==> config.mk <==
export PLATFORM = sky130hd
export DESIGN_NAME = char_motion_ctrl
export DESIGN_NICKNAME = d
export VERILOG_FILES = /design/src/rtl/char_motion_ctrl.sv
export SDC_FILE = /design/constraint.sdc
export NUM_CORES = 1
export LEC_CHECK = 0
export CELL_PAD_IN_SITES_DETAIL_PLACEMENT = 0
export CELL_PAD_IN_SITES_GLOBAL_PLACEMENT = 1
export CORE_ASPECT_RATIO = 1.4
export CORE_UTILIZATION = 35
export CTS_CLUSTER_SIZE = 10
export DETAILED_ROUTE_END_ITERATION = 16
export PLACE_DENSITY_LB_ADDON = 0.1
export SYNTH_ARGS = -nofsm -noshare
export SYNTH_HDL_FRONTEND = slang
export SYNTH_SLANG_ARGS = --single-unit
==> constraint.sdc <==
create_clock -name clk -period 14.7 [get_ports clk]
set_clock_uncertainty 0.15 [all_clocks]
set_input_delay 1.47 -clock clk [delete_from_list [all_inputs] [get_ports clk]]
set_output_delay 1.47 -clock clk [all_outputs]
set_load 0.01 [all_outputs]
==> src/rtl/char_motion_ctrl.sv <==
// Frame-ticked motion and state engine for one player character: walking, jumping,
// gravity, landing on a per-frame ground level, knockback with i-frames, and death.
module char_motion_ctrl #(
  parameter int SCREEN_W      = 1024,
  parameter int CHAR_W        = 64,
  parameter int CHAR_H        = 64,
  parameter int X_START       = 100,
  parameter int GROUND_Y      = 700,
  parameter int STEP          = 4,
  parameter int JUMP_V0       = 18,
  parameter int GRAVITY       = 1,
  parameter int MAX_FALL      = 16,
  parameter int KNOCK_FRAMES  = 8,
  parameter int KNOCK_STEP    = 6,
  parameter int INVULN_FRAMES = 60
) (
  input  logic        clk,
  input  logic        rst,
  input  logic        frame_tick,
  input  logic [1:0]  game_active,
  input  logic        game_start,
  input  logic        stepleft,
  input  logic        stepright,
  input  logic        stepjump,
  input  logic [11:0] ground_lvl,
  input  logic        hit,
  input  logic        hit_from_left,
  input  logic        hp_zero,
  output logic [11:0] pos_x,
  output logic [11:0] pos_y,
  output logic        flip_h,
  output logic        airborne,
  output logic        invuln,
  output logic [2:0]  state
);

  typedef enum logic [2:0] {
    ST_IDLE  = 3'd0,
    ST_WALK  = 3'd1,
    ST_JUMP  = 3'd2,
    ST_FALL  = 3'd3,
    ST_KNOCK = 3'd4,
    ST_DEAD  = 3'd5
  } state_e;

  localparam int IW = $clog2(INVULN_FRAMES + 1);
  localparam int KW = $clog2(KNOCK_FRAMES + 1);

  localparam logic signed [12:0] XMAX_S  = 13'(SCREEN_W - CHAR_W);
  localparam logic signed [12:0] CH_S    = 13'(CHAR_H);
  localparam logic signed [12:0] STEP_S  = 13'(STEP);
  localparam logic signed [12:0] KSTEP_S = 13'(KNOCK_STEP);
  localparam logic signed [12:0] JV0_S   = 13'(JUMP_V0);
  localparam logic signed [12:0] GRAV_S  = 13'(GRAVITY);
  localparam logic signed [12:0] MAXF_S  = 13'(MAX_FALL);
  localparam logic [11:0]        XSTART  = 12'(X_START);
  localparam logic [11:0]        YSTART  = 12'(GROUND_Y - CHAR_H);
  localparam logic signed [7:0]  KNOCK_VY = 8'(-(JUMP_V0 / 2));
  localparam logic [IW-1:0]      INV_LOAD = IW'(INVULN_FRAMES);
  localparam logic [KW-1:0]      KNK_LOAD = KW'(KNOCK_FRAMES);

  state_e                state_q, state_d;
  logic [11:0]           pos_x_q, pos_x_d, pos_y_q, pos_y_d;
  logic signed [7:0]     vel_y_q, vel_y_d;
  logic                  flip_q, flip_d;
  logic [IW-1:0]         invuln_q, invuln_d;
  logic [KW-1:0]         knock_q, knock_d;
  logic                  hit_lat_q, hit_lat_d;
  logic                  hit_dir_q, hit_dir_d;
  logic                  knock_dir_q, knock_dir_d;

  logic                  grounded, move_l, move_r, moving, air_land;
  logic signed [12:0]    pos_x_s, pos_y_s, gnd_s, vel_s, vin_s, ny_s, dx_s, nx_s, kx_s;
  logic signed [12:0]    vinc_s, air_y_s, air_vel_s;

  function automatic logic [11:0] clampX(input logic signed [12:0] v);
    if (v < 13'sd0)        return 12'd0;
    else if (v > XMAX_S)   return XMAX_S[11:0];
    else                   return v[11:0];
  endfunction

  assign grounded = (state_q == ST_IDLE) || (state_q == ST_WALK);
  assign move_l   = stepleft & ~stepright;
  assign move_r   = stepright & ~stepleft;
  assign moving   = move_l | move_r;

  assign pos_x_s = $signed({1'b0, pos_x_q});
  assign pos_y_s = $signed({1'b0, pos_y_q});
  assign gnd_s   = $signed({1'b0, ground_lvl});
  assign vel_s   = $signed({{5{vel_y_q[7]}}, vel_y_q});
  assign dx_s    = move_l ? -STEP_S : (move_r ? STEP_S : 13'sd0);
  assign nx_s    = pos_x_s + dx_s;
  assign kx_s    = pos_x_s + (knock_dir_q ? KSTEP_S : -KSTEP_S);

  // Grounded states only reach the vertical path when launching a jump
  assign vin_s  = grounded ? -JV0_S : vel_s;
  assign ny_s   = pos_y_s + vin_s;
  assign vinc_s = vin_s + GRAV_S;

  always_comb begin
    air_land  = 1'b0;
    air_y_s   = ny_s;
    air_vel_s = (vinc_s > MAXF_S) ? MAXF_S : vinc_s;
    if ((vin_s >= 13'sd0) && (ny_s + CH_S >= gnd_s)) begin
      air_land  = 1'b1;
      air_y_s   = gnd_s - CH_S;
      air_vel_s = 13'sd0;
    end else if ((vin_s < 13'sd0) && (ny_s <= 13'sd0)) begin
      air_y_s   = 13'sd0;
      air_vel_s = 13'sd0;
    end
  end

  always_comb begin
    state_d     = state_q;
    pos_x_d     = pos_x_q;
    pos_y_d     = pos_y_q;
    vel_y_d     = vel_y_q;
    flip_d      = flip_q;
    invuln_d    = invuln_q;
    knock_d     = knock_q;
    knock_dir_d = knock_dir_q;
    hit_lat_d   = hit_lat_q | hit;
    hit_dir_d   = hit ? hit_from_left : hit_dir_q;

    if (game_start) begin
      state_d     = ST_IDLE;
      pos_x_d     = XSTART;
      pos_y_d     = YSTART;
      vel_y_d     = 8'sd0;
      flip_d      = 1'b0;
      invuln_d    = '0;
      knock_d     = '0;
      hit_lat_d   = 1'b0;
    end else if (frame_tick && (game_active == 2'd1)) begin
      // The latch is consumed here; a hit on this very cycle waits for the next frame
      hit_lat_d = hit;
      invuln_d  = (invuln_q != '0) ? invuln_q - IW'(1) : '0;

      if (hp_zero || (state_q == ST_DEAD)) begin
        state_d = ST_DEAD;
        vel_y_d = 8'sd0;
      end else if (hit_lat_q && (invuln_q == '0)) begin
        state_d     = ST_KNOCK;
        knock_d     = KNK_LOAD;
        invuln_d    = INV_LOAD;
        vel_y_d     = KNOCK_VY;
        knock_dir_d = hit_dir_q;
      end else begin
        case (state_q)
          ST_KNOCK: begin
            pos_x_d = clampX(kx_s);
            pos_y_d = air_y_s[11:0];
            vel_y_d = air_vel_s[7:0];
            knock_d = knock_q - KW'(1);
            if (knock_q <= KW'(1))
              state_d = (air_y_s + CH_S < gnd_s) ? ST_FALL : ST_IDLE;
          end
          ST_JUMP, ST_FALL: begin
            pos_x_d = clampX(nx_s);
            if (move_l) flip_d = 1'b1;
            if (move_r) flip_d = 1'b0;
            pos_y_d = air_y_s[11:0];
            vel_y_d = air_vel_s[7:0];
            if (air_land)
              state_d = moving ? ST_WALK : ST_IDLE;
            else if (air_vel_s >= 13'sd0)
              state_d = ST_FALL;
          end
          default: begin
            pos_x_d = clampX(nx_s);
            if (move_l) flip_d = 1'b1;
            if (move_r) flip_d = 1'b0;
            if (stepjump) begin
              pos_y_d = air_y_s[11:0];
              vel_y_d = air_vel_s[7:0];
              state_d = (air_vel_s >= 13'sd0) ? ST_FALL : ST_JUMP;
            end else if (pos_y_s + CH_S < gnd_s) begin
              state_d = ST_FALL;
              vel_y_d = 8'sd0;
            end else begin
              // Also covers the ground being raised under a standing character
              pos_y_d = 12'(gnd_s - CH_S);
              vel_y_d = 8'sd0;
              state_d = moving ? ST_WALK : ST_IDLE;
            end
          end
        endcase
      end
    end
  end

  always_ff @(posedge clk or negedge rst) begin
    if (!rst) begin
      state_q     <= ST_IDLE;
      pos_x_q     <= XSTART;
      pos_y_q     <= YSTART;
      vel_y_q     <= 8'sd0;
      flip_q      <= 1'b0;
      invuln_q    <= '0;
      knock_q     <= '0;
      hit_lat_q   <= 1'b0;
      hit_dir_q   <= 1'b0;
      knock_dir_q <= 1'b0;
    end else begin
      state_q     <= state_d;
      pos_x_q     <= pos_x_d;
      pos_y_q     <= pos_y_d;
      vel_y_q     <= vel_y_d;
      flip_q      <= flip_d;
      invuln_q    <= invuln_d;
      knock_q     <= knock_d;
      hit_lat_q   <= hit_lat_d;
      hit_dir_q   <= hit_dir_d;
      knock_dir_q <= knock_dir_d;
    end
  end

  assign pos_x    = pos_x_q;
  assign pos_y    = pos_y_q;
  assign flip_h   = flip_q;
  assign airborne = (state_q == ST_JUMP) || (state_q == ST_FALL);
  assign invuln   = (invuln_q != '0);
  assign state    = state_q;

endmodule
==> flow_metrics.tcl, run 1 <==
set metrics [dict create \
    viasPerCell 5.71 \
    clk_latency_ns 0.31 \
    clk_pin_slew_ns 0.08 \
    synth_top_family_by_area "compound AO/OA/AOI/OAI gates" \
    path_class "reg2reg" \
    status "completed" \
    worst_ep_required_time_ns 14.79 \
    synthAdderAreaFrac 0.174 \
    num_antenna_cells 0 \
    antenna_found_initial 0 \
    hold_end "knock_q[3]$_DFFE_PN0P_" \
    relSlewSlack 0.331 \
    cp-start-kind "flip-flop" \
    cts_tree "built" \
    gp_congestion 0.862 \
    crit_path_end_kind "flip-flop" \
    drive_gt1_frac 0.0596 \
    p_leak_uw 0.00295 \
    cap_viol_max_count 0 \
    clk_path_buf_depth 2 \
    hp-class "reg2reg" \
    yosysWarnings 0 \
    synth_edf_count 0 \
    rows 55 \
    cp_max_fo 16 \
    design.core.area_um2 16100 \
    ir_drop_mv 0.0462 \
    whs_path_depth 1 \
    hold_viol_final 0 \
    syn_area_um2 5750 \
    num_io_pins 54 \
    r2r_setup_slack_ns 7.05 \
    tightest_slew_ns 0.989 \
    grt_pass1_vias 5585 \
    drtAntennaViolNets 0 \
    p_total_uw 748 \
    cts_max_level 2 \
    synth_seq_cells 48 \
    synth_compound_area_frac 0.254 \
    dp_cells 946 \
    first_pass_iters 5 \
    drc 0 \
    grt_max_degree 49 \
    wl_per_cell_um 19.2 \
    r2r-start "state[2]$_DFFE_PN0P_" \
    yosys.area_share.simple 0.206 \
    post-cts-setup-buffers 0 \
    cp.arrival_ns 7.74 \
    r2r_cells 32 \
    fill_cells 1689 \
    cts_buffers 5 \
    synthCells 714 \
    place_hpwl_mm 14.4 \
    timing.final.setup_violations 0 \
    synth_nets 816 \
    avgSynthCellArea_um2 8.05 \
    cts_root_buf "clkbuf_16" \
    cp_slowest_cell "xor2_1" \
    min_period_over_period 0.521 \
    slowest_delay_ns 0.56 \
    async_flop_share 1.00 \
    final_util 0.411 \
    grt-ovfl-total 0 \
    die_x_um 110 \
    vias 5443 \
    min_period_ns 7.65 \
    area_growth_pct 15.2 \
    path_common_cell "ha_1" \
    nNetsFinal 856 \
    grt_pass1_wl_mm 28.9 \
    start_util 0.357 \
    holdWs_ns 0.365 \
    powerDensity_nw_per_um2 113 \
    finalNonFillerCells 954 \
    worstHoldStart "knock_q[3]$_DFFE_PN0P_" \
    dieArea_um2 16900 \
    cts_hold_buf 0 \
    drt_iter0_drc 209 \
    cts_resized 0 \
    timing.rr.end "state[0]$_DFFE_PN0P_" \
    fmax_mhz 131 \
    setup_tns_ns 0 \
    die_y_um 154 \
    rsz0062_at_grt "false" \
    cts.sinks 48 \
    routed_wl_mm 18.4 \
    synth_ff_type "dfrtp_1" \
    yosys.cell_types.count 69 \
    io_buffers 52 \
    muxShareOfSynthArea 0.0322 \
    synth-xor-area-share 0.0729 \
    yosysSeqAreaShare 0.211 \
    slew_viol_final 0 \
    grt_usage 0.223 \
]
==> sequential cells by signal, indices dropped and copies added (netlist names) <==
register	cells
state	3
knock_q	4
invuln_q	6
hit_dir_q	1
pos_x	11
flip_h	1
knock_dir_q	1
hit_lat_q	1
vel_y_q	8
pos_y	12
==> Yosys cell counts (all sizes together) (8+ instances only) <==
| library cell | instances | area [um^2] |
|---|---|---|
| o21ai | 42 | 210 |
| a21oi | 56 | 292 |
| buf | 8 | 46.3 |
| nand2b | 17 | 106 |
| a211o | 8 | 70.1 |
| clkbuf | 18 | 67.6 |
| nor3 | 24 | 120 |
| xnor2 | 30 | 270 |
| ha | 75 | 938 |
| dfstp | 9 | 236 |
| or3 | 8 | 50.1 |
| nand2 | 61 | 231 |
| nand3 | 19 | 95.1 |
| or2 | 8 | 50.1 |
| a211oi | 14 | 105 |
| a21o | 17 | 128 |
| a221o | 8 | 80.1 |
| nor2 | 49 | 191 |
| mux2i | 15 | 163 |
| and2 | 10 | 62.6 |
| dfrtp | 39 | 976 |
| xor2 | 17 | 149 |
| inv | 46 | 173 |
| a31oi | 14 | 87.6 |
==> power breakdown <==
part           internal, uW  switching [uW]  total, uW
registers               138            9.57        148
logic                   180             278        457
clock network          81.2            61.4        143
==> layout make-up <==
type,instances,area (um^2),area share
sequential,48,1210,0.183
multi-input combinational,594,4250,0.642
timing repair buffer,59,568,0.0858
clock buffer,5,125,0.0189
clock inverter,3,46.3,0.00699
inverter,46,173,0.0261
tap,199,249,0.0376
==> critical path, delay by kind of cell, from the launching register on <==
kind	cells	cell delay (ns)
compound gates	14	2.64
xor+xnor	2	0.75
fa+ha+maj	5	1.46
buf+inv	1	0.08
flops	1	0.46
mux	1	0.42
simple gates	9	1.59
==> metal layers <==
layer  vias up  GRT usage  part of all wire
met4         0      0.103             0.045
met3        40     0.0271             0.029
met5         -          0                 0
li1       2695          -                 -
met1      2597      0.235              0.39
met2       111      0.423              0.54
==> worst max-delay path by stage <==
stage | cells after the start | to | start
2_1_floorplan | 34 | state[0]$_DFFE_PN0P_ | state[2]$_DFFE_PN0P_
5_1_grt | 32 | state[0]$_DFFE_PN0P_ | state[2]$_DFFE_PN0P_
6_report | 32 | state[0]$_DFFE_PN0P_ | state[2]$_DFFE_PN0P_
4_1_cts | 32 | state[0]$_DFFE_PN0P_ | state[2]$_DFFE_PN0P_
3_5_place_dp | 32 | state[0]$_DFFE_PN0P_ | state[2]$_DFFE_PN0P_
3_3_place_gp | 32 | state[1]$_DFFE_PN0P_ | state[2]$_DFFE_PN0P_
==> cells in the final DEF, fill, tap and decap left out, types with 19 or more instances in the layout <==
cell	Yosys	layout
ha_1	75	75
nand2_1	60	60
a21oi_1	55	55
clkdlybuf4s50_1	0	51
nor2_1	48	48
inv_1	46	46
dfrtp_1	39	39
o21ai_0	33	33
xnor2_1	29	29
nor3_1	24	24
nand3_1	19	19
==> logic make-up after synthesis <==
family / after synthesis
AOI/OAI and AO/OA: 218
buffers and inverters: 72
muxes: 17
xor gates and xnor gates: 47
DFF: 48
adders and majority gates: 78
and+or+nand+nor: 233
other: 1
==> per-stage QoR <==
stage | worst slack [ns] | cell area, um^2
after floorplan | 7.92 | 5750
after global placement | 7.30 | 6450
after detailed placement | 7.12 | 6450
after CTS | 7.08 | 6620
after global routing | 6.47 | 6620
final | 7.05 | 6620
Note: power is estimated with default switching activity, not from simulation.
==> run 2: changes to the inputs <==
- clock period: 14.7 -> 7.5 ns (I/O delays scaled with it)
==> flow_metrics.tcl, run 2 (synthesis results as in run 1) <==
set metrics [dict create \
    grt_max_degree 49 \
    timing.rr.end "state[1]$_DFFE_PN0P_" \
    ir_drop_mv 0.102 \
    final_common_cell "ha_1" \
    hp-class "reg2reg" \
    setup_tns_ns 0 \
    routed-wl-met3_um 455 \
    min_period_over_period 0.922 \
    drt_iter0_drc 221 \
    regArea_um2 1210 \
    pwr-share-comb 0.624 \
    nNetsFinal 864 \
    relSlewSlack 0.332 \
    clk_latency_ns 0.30 \
    p_clk_frac 0.184 \
    io_buffers 52 \
    r2r_setup_slack_ns 0.59 \
    gp_congestion 0.913 \
    multi_input_area_um2 4270 \
    num_io_pins 54 \
    powerDensity_nw_per_um2 224 \
    rsz0062_at_grt "false" \
    cts_hold_buf 0 \
    grt-ovfl-total 0 \
    r2r_cells 33 \
    wl_per_cell_um 19.2 \
    p_sw_uw 693 \
    dieArea_um2 16900 \
    cp_slowest_cell "fa_1" \
    min_period_ns 6.91 \
    dp_cells 953 \
    largest_reg_flops 12 \
    power_switching_share 0.461 \
    cts_max_level 2 \
    grt_pass1_vias 5530 \
    die_x_um 110 \
    vias 5515 \
    cp-start-kind "flip-flop" \
    seq_power_share 0.192 \
    clk_pin_slew_ns 0.07 \
    path_class "reg2reg" \
    worst_ep_required_time_ns 7.58 \
    cp.arrival_ns 6.99 \
    start_util 0.357 \
    cts_buffers 5 \
    cp_max_fo 16 \
    area_growth_pct 16.7 \
    grt_usage 0.225 \
    dpl_cell_area_um2 6500 \
    route.met2.wl_mm 10.2 \
    status "completed" \
    cts.sinks 48 \
    hold_viol_final 0 \
    crit_path_end_kind "flip-flop" \
    fmax_mhz 145 \
    drc 0 \
    rows 55 \
    r2r-start "state[2]$_DFFE_PN0P_" \
    slowest_delay_ns 0.42 \
    place_hpwl_mm 14.6 \
    fill_cells 1718 \
    p_int_uw 809 \
    die_y_um 154 \
    postLayoutCellArea_um2 6710 \
    routed_wl_mm 18.5 \
    top_layer_used "met4" \
    first_pass_iters 4 \
    timing.final.setup_violations 0 \
    finalNonFillerCells 962 \
    design.core.area_um2 16100 \
    whs_path_depth 1 \
    tightest_slew_ns 0.987 \
    slew_viol_final 0 \
    drive_gt1_frac 0.0747 \
    hold_end "knock_q[3]$_DFFE_PN0P_" \
    viasPerCell 5.73 \
    layout_common_cells "ha_1 (75), nand2_1 (60), a21oi_1 (54)" \
    drt-met1-wl_mm 7.14 \
    antenna_found_initial 0 \
    p_leak_uw 0.00299 \
    clk_path_buf_depth 2 \
    cts_root_buf "clkbuf_16" \
    num_antenna_cells 0 \
    cap_viol_max_count 0 \
    grt_pass1_wl_mm 29.1 \
    drtAntennaViolNets 0 \
    worstHoldStart "knock_q[3]$_DFFE_PN0P_" \
    cts_tree "built" \
]
run 2: changes by cell type in the layout (fill, tap and decap cells not counted):
| cell | change |
|---|---|
| buf_4 | +8 |
| a2111oi_0 | -1 |
| a2111oi_2 | +1 |
| a211oi_1 | -1 |
| a211oi_2 | +1 |
| a21oi_1 | -1 |
| a21oi_2 | +1 |
| mux2_2 | -1 |
| mux2_4 | +1 |
| o31ai_1 | -1 |
| o31ai_2 | +1 |
| or2_2 | -1 |
| or2_4 | +1 |
run 2: critical path: cells and delay by family (launching register included):
kind,cells,cell delay [ns]
fa+ha+maj,4,1.22
buf+inv,1,0.08
simple gates,13,2.18
mux,1,0.38
compound gates,13,2.31
xor+xnor,1,0.14
flops,1,0.38
run 2: routing by layer:
metal	up-vias	track usage
li1	2711	-
met1	2665	0.241
met2	108	0.432
met3	31	0.0276
met4	0	0.0877
met5	-	0
run 2: power by group through the flow:
stage / Sequential [uW] / Clock (uW) / Combinational [uW]
floorplan: 289 / 0 / 652
CTS: 288 / 286 / 920
finish: 288 / 276 / 938
detailed placement: 293 / 0 / 913
global route: 290 / 293 / 1040
global placement: 292 / 0 / 910
run 2: area by class of cell:
cell class / instances / share of cell area
sequential: 48 / 0.181
inverter: 46 / 0.0257
clock buffer: 5 / 0.0187
clock inverter: 3 / 0.00690
multi-input combinational: 594 / 0.637
timing repair buffer: 67 / 0.0936
tap: 199 / 0.0371
run 2: metrics by stage:
step                      hold slack (ns)   util  power [uW]  worst slack (ns)
after CTS                           0.348  0.414        1490             0.242
after global placement              0.328  0.404        1200             0.434
final                               0.352  0.417        1500             0.586
after global routing                0.365  0.417        1630            0.0496
after floorplan                     0.296      -         942             0.716
after detailed placement            0.337  0.404        1210             0.304
run 2: repair_timing:
action / 4_1_cts / 5_1_grt
endpoints found under the setup margin: 0 / 2
buffers inserted: 0 / 1
gates resized for setup: 0 / 7
run 2: worst max-delay path by stage:
stage	from	to	slack, ns	cells past startpoint
2_1_floorplan	state[2]$_DFFE_PN0P_	state[0]$_DFFE_PN0P_	0.72	34
5_1_grt	state[2]$_DFFE_PN0P_	state[0]$_DFFE_PN0P_	0.05	34
3_3_place_gp	state[2]$_DFFE_PN0P_	state[1]$_DFFE_PN0P_	0.43	33
4_1_cts	state[1]$_DFFE_PN0P_	state[1]$_DFFE_PN0P_	0.24	33
6_report	state[2]$_DFFE_PN0P_	state[1]$_DFFE_PN0P_	0.59	33
3_5_place_dp	state[2]$_DFFE_PN0P_	state[0]$_DFFE_PN0P_	0.30	33
